File: src/rtl/sim_run_ctrl.sv
// sim_run_ctrl: settle/run/report run controller with prioritised termination; SIM_RUN_CTRL_LCE_ALARM_EN adds lce_alarm_i
module sim_run_ctrl #(
  parameter int SETTLE_CYCLES = 2,
  parameter int CNT_WIDTH = 32,
  parameter int PC_WIDTH = 32
) (
  input  logic                 clk_i,
  input  logic                 rst_ni,
  input  logic                 start_i,
  input  logic [CNT_WIDTH-1:0] max_cycles_i,
  input  logic                 tests_passed_i,
  input  logic                 tests_failed_i,
  input  logic                 exit_valid_i,
  input  logic [31:0]          exit_value_i,
`ifdef SIM_RUN_CTRL_LCE_ALARM_EN
  input  logic                 lce_alarm_i,
`endif
  input  logic [PC_WIDTH-1:0]  pc_if_i,
  input  logic                 instr_valid_i,
  output logic                 fetch_enable_o,
  output logic                 running_o,
  output logic [CNT_WIDTH-1:0] cycle_cnt_o,
  output logic [CNT_WIDTH-1:0] instr_cnt_o,
  output logic                 result_valid_o,
  input  logic                 result_ready_i,
  output logic [2:0]           result_reason_o,
  output logic [CNT_WIDTH-1:0] result_cycle_o,
  output logic [PC_WIDTH-1:0]  result_pc_o,
  output logic [31:0]          result_exit_value_o,
  output logic [CNT_WIDTH-1:0] result_instr_cnt_o,
  output logic                 done_o
);
  typedef enum logic [2:0] {IDLE, SETTLE, RUN, REPORT, DONE} state_e;
  state_e state_q, state_d;
  logic [7:0] settle_q, settle_d;
  logic [CNT_WIDTH-1:0] cycle_q, cycle_d, instr_q, instr_d;
  logic [CNT_WIDTH-1:0] res_cycle_q, res_cycle_d, res_instr_q, res_instr_d;
  logic [PC_WIDTH-1:0] res_pc_q, res_pc_d;
  logic [31:0] res_exit_q, res_exit_d;
  logic [2:0] reason_q, reason_d, reason_sel;
  logic alarm, go, term;
`ifdef SIM_RUN_CTRL_LCE_ALARM_EN
  assign alarm = lce_alarm_i;
`else
  assign alarm = 1'b0;
`endif
  always_comb begin
    go = start_i && (state_q == IDLE || state_q == DONE);
    reason_sel = alarm ? 3'd6 :
                 tests_failed_i ? 3'd2 :
                 (exit_valid_i && exit_value_i != '0) ? 3'd4 :
                 tests_passed_i ? 3'd1 :
                 exit_valid_i ? 3'd3 :
                 (max_cycles_i != '0 && cycle_q >= max_cycles_i) ? 3'd5 : 3'd0;
    term = state_q == RUN && reason_sel != 3'd0;
    state_d = go ? SETTLE :
              (state_q == SETTLE && settle_q == '0) ? RUN :
              term ? REPORT :
              (state_q == REPORT && result_ready_i) ? DONE : state_q;
    settle_d = go ? 8'(SETTLE_CYCLES) : (state_q == SETTLE && settle_q != '0) ? settle_q - 8'd1 : settle_q;
    cycle_d = go ? '0 : (state_q == RUN && !term && cycle_q != '1) ? cycle_q + CNT_WIDTH'(1) : cycle_q;
    instr_d = go ? '0 : (state_q == RUN && !term && instr_valid_i && instr_q != '1) ? instr_q + CNT_WIDTH'(1) : instr_q;
    reason_d = go ? '0 : term ? reason_sel : reason_q;
    res_cycle_d = go ? '0 : term ? cycle_q : res_cycle_q;
    res_instr_d = go ? '0 : term ? instr_q : res_instr_q;
    res_pc_d = go ? '0 : term ? pc_if_i : res_pc_q;
    res_exit_d = go ? '0 : (term && reason_sel == 3'd4) ? exit_value_i : term ? '0 : res_exit_q;
  end
  always_ff @(posedge clk_i or negedge rst_ni) begin
    if (!rst_ni) begin
      state_q <= IDLE;
      settle_q <= '0;
      cycle_q <= '0;
      instr_q <= '0;
      reason_q <= '0;
      res_cycle_q <= '0;
      res_instr_q <= '0;
      res_pc_q <= '0;
      res_exit_q <= '0;
    end else begin
      state_q <= state_d;
      settle_q <= settle_d;
      cycle_q <= cycle_d;
      instr_q <= instr_d;
      reason_q <= reason_d;
      res_cycle_q <= res_cycle_d;
      res_instr_q <= res_instr_d;
      res_pc_q <= res_pc_d;
      res_exit_q <= res_exit_d;
    end
  end
  assign fetch_enable_o = state_q == RUN;
  assign running_o = state_q == RUN;
  assign result_valid_o = state_q == REPORT;
  assign done_o = state_q == DONE;
  assign cycle_cnt_o = cycle_q;
  assign instr_cnt_o = instr_q;
  assign result_reason_o = reason_q;
  assign result_cycle_o = res_cycle_q;
  assign result_pc_o = res_pc_q;
  assign result_exit_value_o = res_exit_q;
  assign result_instr_cnt_o = res_instr_q;
endmodule

File: config.mk
export PLATFORM = sky130hd
export DESIGN_NAME = sim_run_ctrl
export DESIGN_NICKNAME = d
export VERILOG_FILES = /design/src/rtl/sim_run_ctrl.sv
export SDC_FILE = /design/constraint.sdc
export NUM_CORES = 1
export LEC_CHECK = 0
export ABC_AREA = 1
export BUFFER_PORTS_ARGS = -buffer_cell sky130_fd_sc_hd__buf_2
export CAP_MARGIN = 20
export CORE_AREA = 2 2 154 156
export CTS_CLUSTER_DIAMETER = 40
export DETAILED_ROUTE_END_ITERATION = 16
export DIE_AREA = 0 0 156 158
export MAX_ROUTING_LAYER = met4
export PLACE_DENSITY = 0.76
export SYNTH_ARGS = -nofsm -noshare
export SYNTH_HDL_FRONTEND = slang
export SYNTH_SLANG_ARGS = --single-unit
File: constraint.sdc
create_clock -name clk_i -period 2.7 [get_ports clk_i]
set_input_delay 0.27 -clock clk_i [delete_from_list [all_inputs] [get_ports clk_i]]
set_output_delay 0.27 -clock clk_i [all_outputs]
set_load 0.02 [all_outputs]
==> out/summary.md <==
The logs give 0 for the final number of max-transition violations and 2950 ps for the arrival time reported for the critical path endpoint. The critical register-to-register path endpoint was cycle_cnt_o[10]. The tools report the post-synthesis instance area as 11400 µm². The part of the cycle the worst path needs came out at 0.936. For the number of remaining DRC errors, the log shows 0. The synthesized netlist cell count was 1475.

Setup repair after global routing could not meet its margin everywhere. The power after layout came out at 8.01 mW. I/O pin count: 303. For the total CTS buffers, the log shows 34.

For the portion of total power attributed to combinational logic, the log shows 0.047. The number of synthesized register bits is 206, and the fraction of power spent switching nets is 0.222. The maximum fanout encountered on the critical timing path is 24, and the critical path required time is 3130 ps. Sequential fraction of the synthesis area: 0.453.

The proportion of layout cells with a drive suffix above 1 is 0.245, and the row count is 56. The run gives 57.3 mm as the first-pass GRT wire length. After floorplanning, the core was sized to cover 23100 µm².

The internal portion of the total power is 6.24 mW. The run gives 0.494 as the starting utilization of the core area. Summed over all cells, the static leakage comes to 8.93 nW. Clock-pin slew was measured on the worst setup and hold paths at 60 ps. Launch point of the critical path: cycle_cnt_o[1]. The detailed-route via count was 12000. The width of the die came out at 156 µm. Using the TritonRoute via totals, the vias-per-cell ratio works out to 5.53. Counting every net in the synthesized netlist gives 1615.

The worst register-to-register path begins at cycle_cnt_o[1]. The tools report the total wirelength of the detailed-routed design as 38.8 mm. The global-route total usage across every layer was 0.296; the detailed-routing iteration count for the pre-antenna-repair pass was 8. The reported net switching power came out at 1.78 mW.

Detailed placement finished with a half-perimeter wire length of 24.9 mm. The die covers 24600 µm². Number of routed nets with antenna violations: 0.

The worst register-to-register path has a setup slack of 170 ps. Counting the fill cells in the layout gives 1861. The insertion delay of the later-clocked pin in the worst-skew pair was 510 ps. For the largest buffer count on any clock path, the log shows 3.

The clock net in this run drives a total of 206 sinks. Yosys mapped the design onto 33 distinct sky130hd cell types. Power spread over the standard cell area amounts to 515 nW/µm². The count of final hold-check violations came out at 0. The most critical setup path has its endpoint at cycle_cnt_o[10]. In the final layout, flip-flops and latches occupy 5150 µm². The number of global-route vias before repair is 11300. Across the run, the number of max-cap violations was 0. Clock network fraction of design power: 0.564. Entering global routing, the biggest net connects 98 pins. The routed length per instance is 17.9 µm. For the final routed database, the setup TNS stands at 0 ps. In this run the clock root is driven by a clkbuf_16. The critical path startpoint category was a flip-flop. The number of antenna violations at the first check in global routing was 1; the placed instance count was 2039. The post-layout minimum cycle time was 2530 ps; the number of port buffers was 302. The final worst clock skew came out at 24.3 ps. In this run, the number of DRC markers left after iteration 0 of detailed routing was 1186.

VDD sags by at most 0.466 mV. Fmax: 396 MHz. At the pin with the least slew margin, the transition time is 1030 ps. In this run the number of H-tree levels came out at 2.

For the headroom to the max-slew limit, the log shows 0.312. The sequential cell fraction of total power came out at 0.389. The flow ran to the end, and the final reports show no timing, DRC or antenna violations. Averaged over all synthesized cells, the footprint is 7.72 µm². The tools report the global placer's final weighted congestion as 0.975. The tools report the capturing element type of the critical path as a flip-flop.

The path category of the worst min-delay check is in2reg. Summed over all layers, the global routing overflow is 0. The setup path with the least slack is of type reg2reg.

Measured along the y axis, the die boundary spans 158 µm. Setup violations remaining at the end of the flow were counted as 0. The worst hold slack after final layout is 17.9 ps, and the area of combinational cells with multiple inputs is 5430 µm². The number of warnings issued by yosys is 0. The number of cells traversed by the worst register-to-register path is 20, and the final standard cell count with taps included and fillers excluded is 2170.

The synthesized design contains 0 enable-type register cells. The final net count was 1995. The fraction of registers with async set or reset after synthesis is 1.00. For this run, the leading register cell type out of synthesis is dfrtp_1.

Compared with the post-synthesis result, the final layout area differs by 36.6%. TritonCTS built the clock tree.
-- logic make-up after synthesis --
group,count (synthesis),share of synthesized area
XOR/XNOR,59,0.0454
AO/OA/AOI/OAI,49,0.0232
buffers and inverters,217,0.0811
flip-flops,206,0.453
AND/OR/NAND/NOR,908,0.358
adder cells (fa/ha/maj),36,0.0396
-- power by group through the flow --
stage / logic (mW) / registers [mW] / clock network, mW
final: 0.374 / 3.12 / 4.52
after global routing: 0.415 / 3.12 / 4.73
after CTS: 0.362 / 3.12 / 4.59
after detailed placement: 0.299 / 3.17 / 0
after global placement: 0.293 / 3.17 / 0
after floorplan: 0.0740 / 3.19 / 0
-- layer usage --
layer | GRT usage | vias up | part of all wire
li1 | - | 5612 | -
met1 | 0.367 | 5706 | 0.40
met2 | 0.492 | 581 | 0.48
met3 | 0.0460 | 102 | 0.078
met4 | 0.109 | 0 | 0.038
met5 | - | - | 0
-- timing repair --
item / 4_1_cts / 5_1_grt
resized for setup: 0 / 27
setup buffers: 0 / 6
setup endpoints to repair: 0 / 175
hold buffers: 54 / 0
hold endpoints to repair: 104 / 0
-- cells in the final DEF (no fill, tap or decap), types with 32 or more instances in the layout --
| master | n |
|---|---|
| buf_2 | 301 |
| buf_4 | 42 |
| clkbuf_16 | 44 |
| dfrtp_1 | 206 |
| dlygate4sd3_1 | 54 |
| ha_1 | 33 |
| inv_1 | 133 |
| nand2_1 | 456 |
| nand3_1 | 206 |
| nand4_1 | 80 |
| nor2_1 | 81 |
| nor3_1 | 37 |
| xor2_1 | 32 |
-- cells in the mapped netlist, types with 21 or more instances --
| cell | count | area, µm² |
|---|---|---|
| o21ai_0 | 21 | 105 |
| nand3_1 | 207 | 1040 |
| buf_2 | 24 | 120 |
| nor3_1 | 37 | 185 |
| nor2_1 | 86 | 323 |
| nand4_1 | 80 | 500 |
| inv_1 | 133 | 499 |
| xnor2_1 | 27 | 236 |
| ha_1 | 36 | 450 |
| dfrtp_1 | 206 | 5150 |
| nand2_1 | 460 | 1730 |
| clkbuf_1 | 23 | 86.3 |
| xor2_1 | 32 | 280 |
| nor4_1 | 21 | 131 |
-- cell type report --
cell class	count	area share
Antenna cell	1	0.000161
Clock buffer	42	0.0627
Clock inverter	18	0.0147
Inverter	139	0.0343
Multi-Input combinational cell	1053	0.349
Sequential cell	206	0.331
Tap cell	290	0.0233
Timing Repair Buffer	421	0.185
-- through the flow --
step,util,area [µm²],setup WS [ps]
floorplan,-,11400,409
global placement,0.582,13400,101
CTS,0.657,15200,42.0
global route,0.675,15600,-41.1
finish,0.675,15600,174
detailed placement,0.582,13400,52.7
-- registers in the layout (all words and copies together) (netlist names) --
signal	flops
state_q	3
result_reason_o	3
result_instr_cnt_o	32
result_pc_o	32
result_exit_value_o	32
result_cycle_o	32
cycle_cnt_o	32
settle_q	8
instr_cnt_o	32
-- worst max-delay path, stage by stage (launching register included) --
cell and delay, ps:
dfrtp_1 470, ha_4 240, nand2_1 60, nand2_1 40, nand2_1 50, nand2_1 50, nand2_1 50, nand2_1 70
nand2_1 80, nand2_2 80, nand2_1 70, nand2_1 80, nand3_1 70, nand2_1 80, inv_2 100, nand3_4 160
nor2_4 160, buf_12 150, buf_12 160, nand4_1 120, nand2_1 100
-- how the worst min path moves through the flow --
stage	start	to	slack [ps]	depth (start not counted)
5_1_grt	exit_value_i[1]	result_exit_value_o[1]	6	3
6_report	exit_value_i[1]	result_exit_value_o[1]	20	3
3_5_place_dp	rst_ni	result_instr_cnt_o[26]	270	1
2_1_floorplan	rst_ni	cycle_cnt_o[0]	-30	0
4_1_cts	exit_value_i[12]	result_exit_value_o[12]	0.4	3
3_3_place_gp	rst_ni	result_instr_cnt_o[26]	270	1
Power figures use the tool's default switching activity.
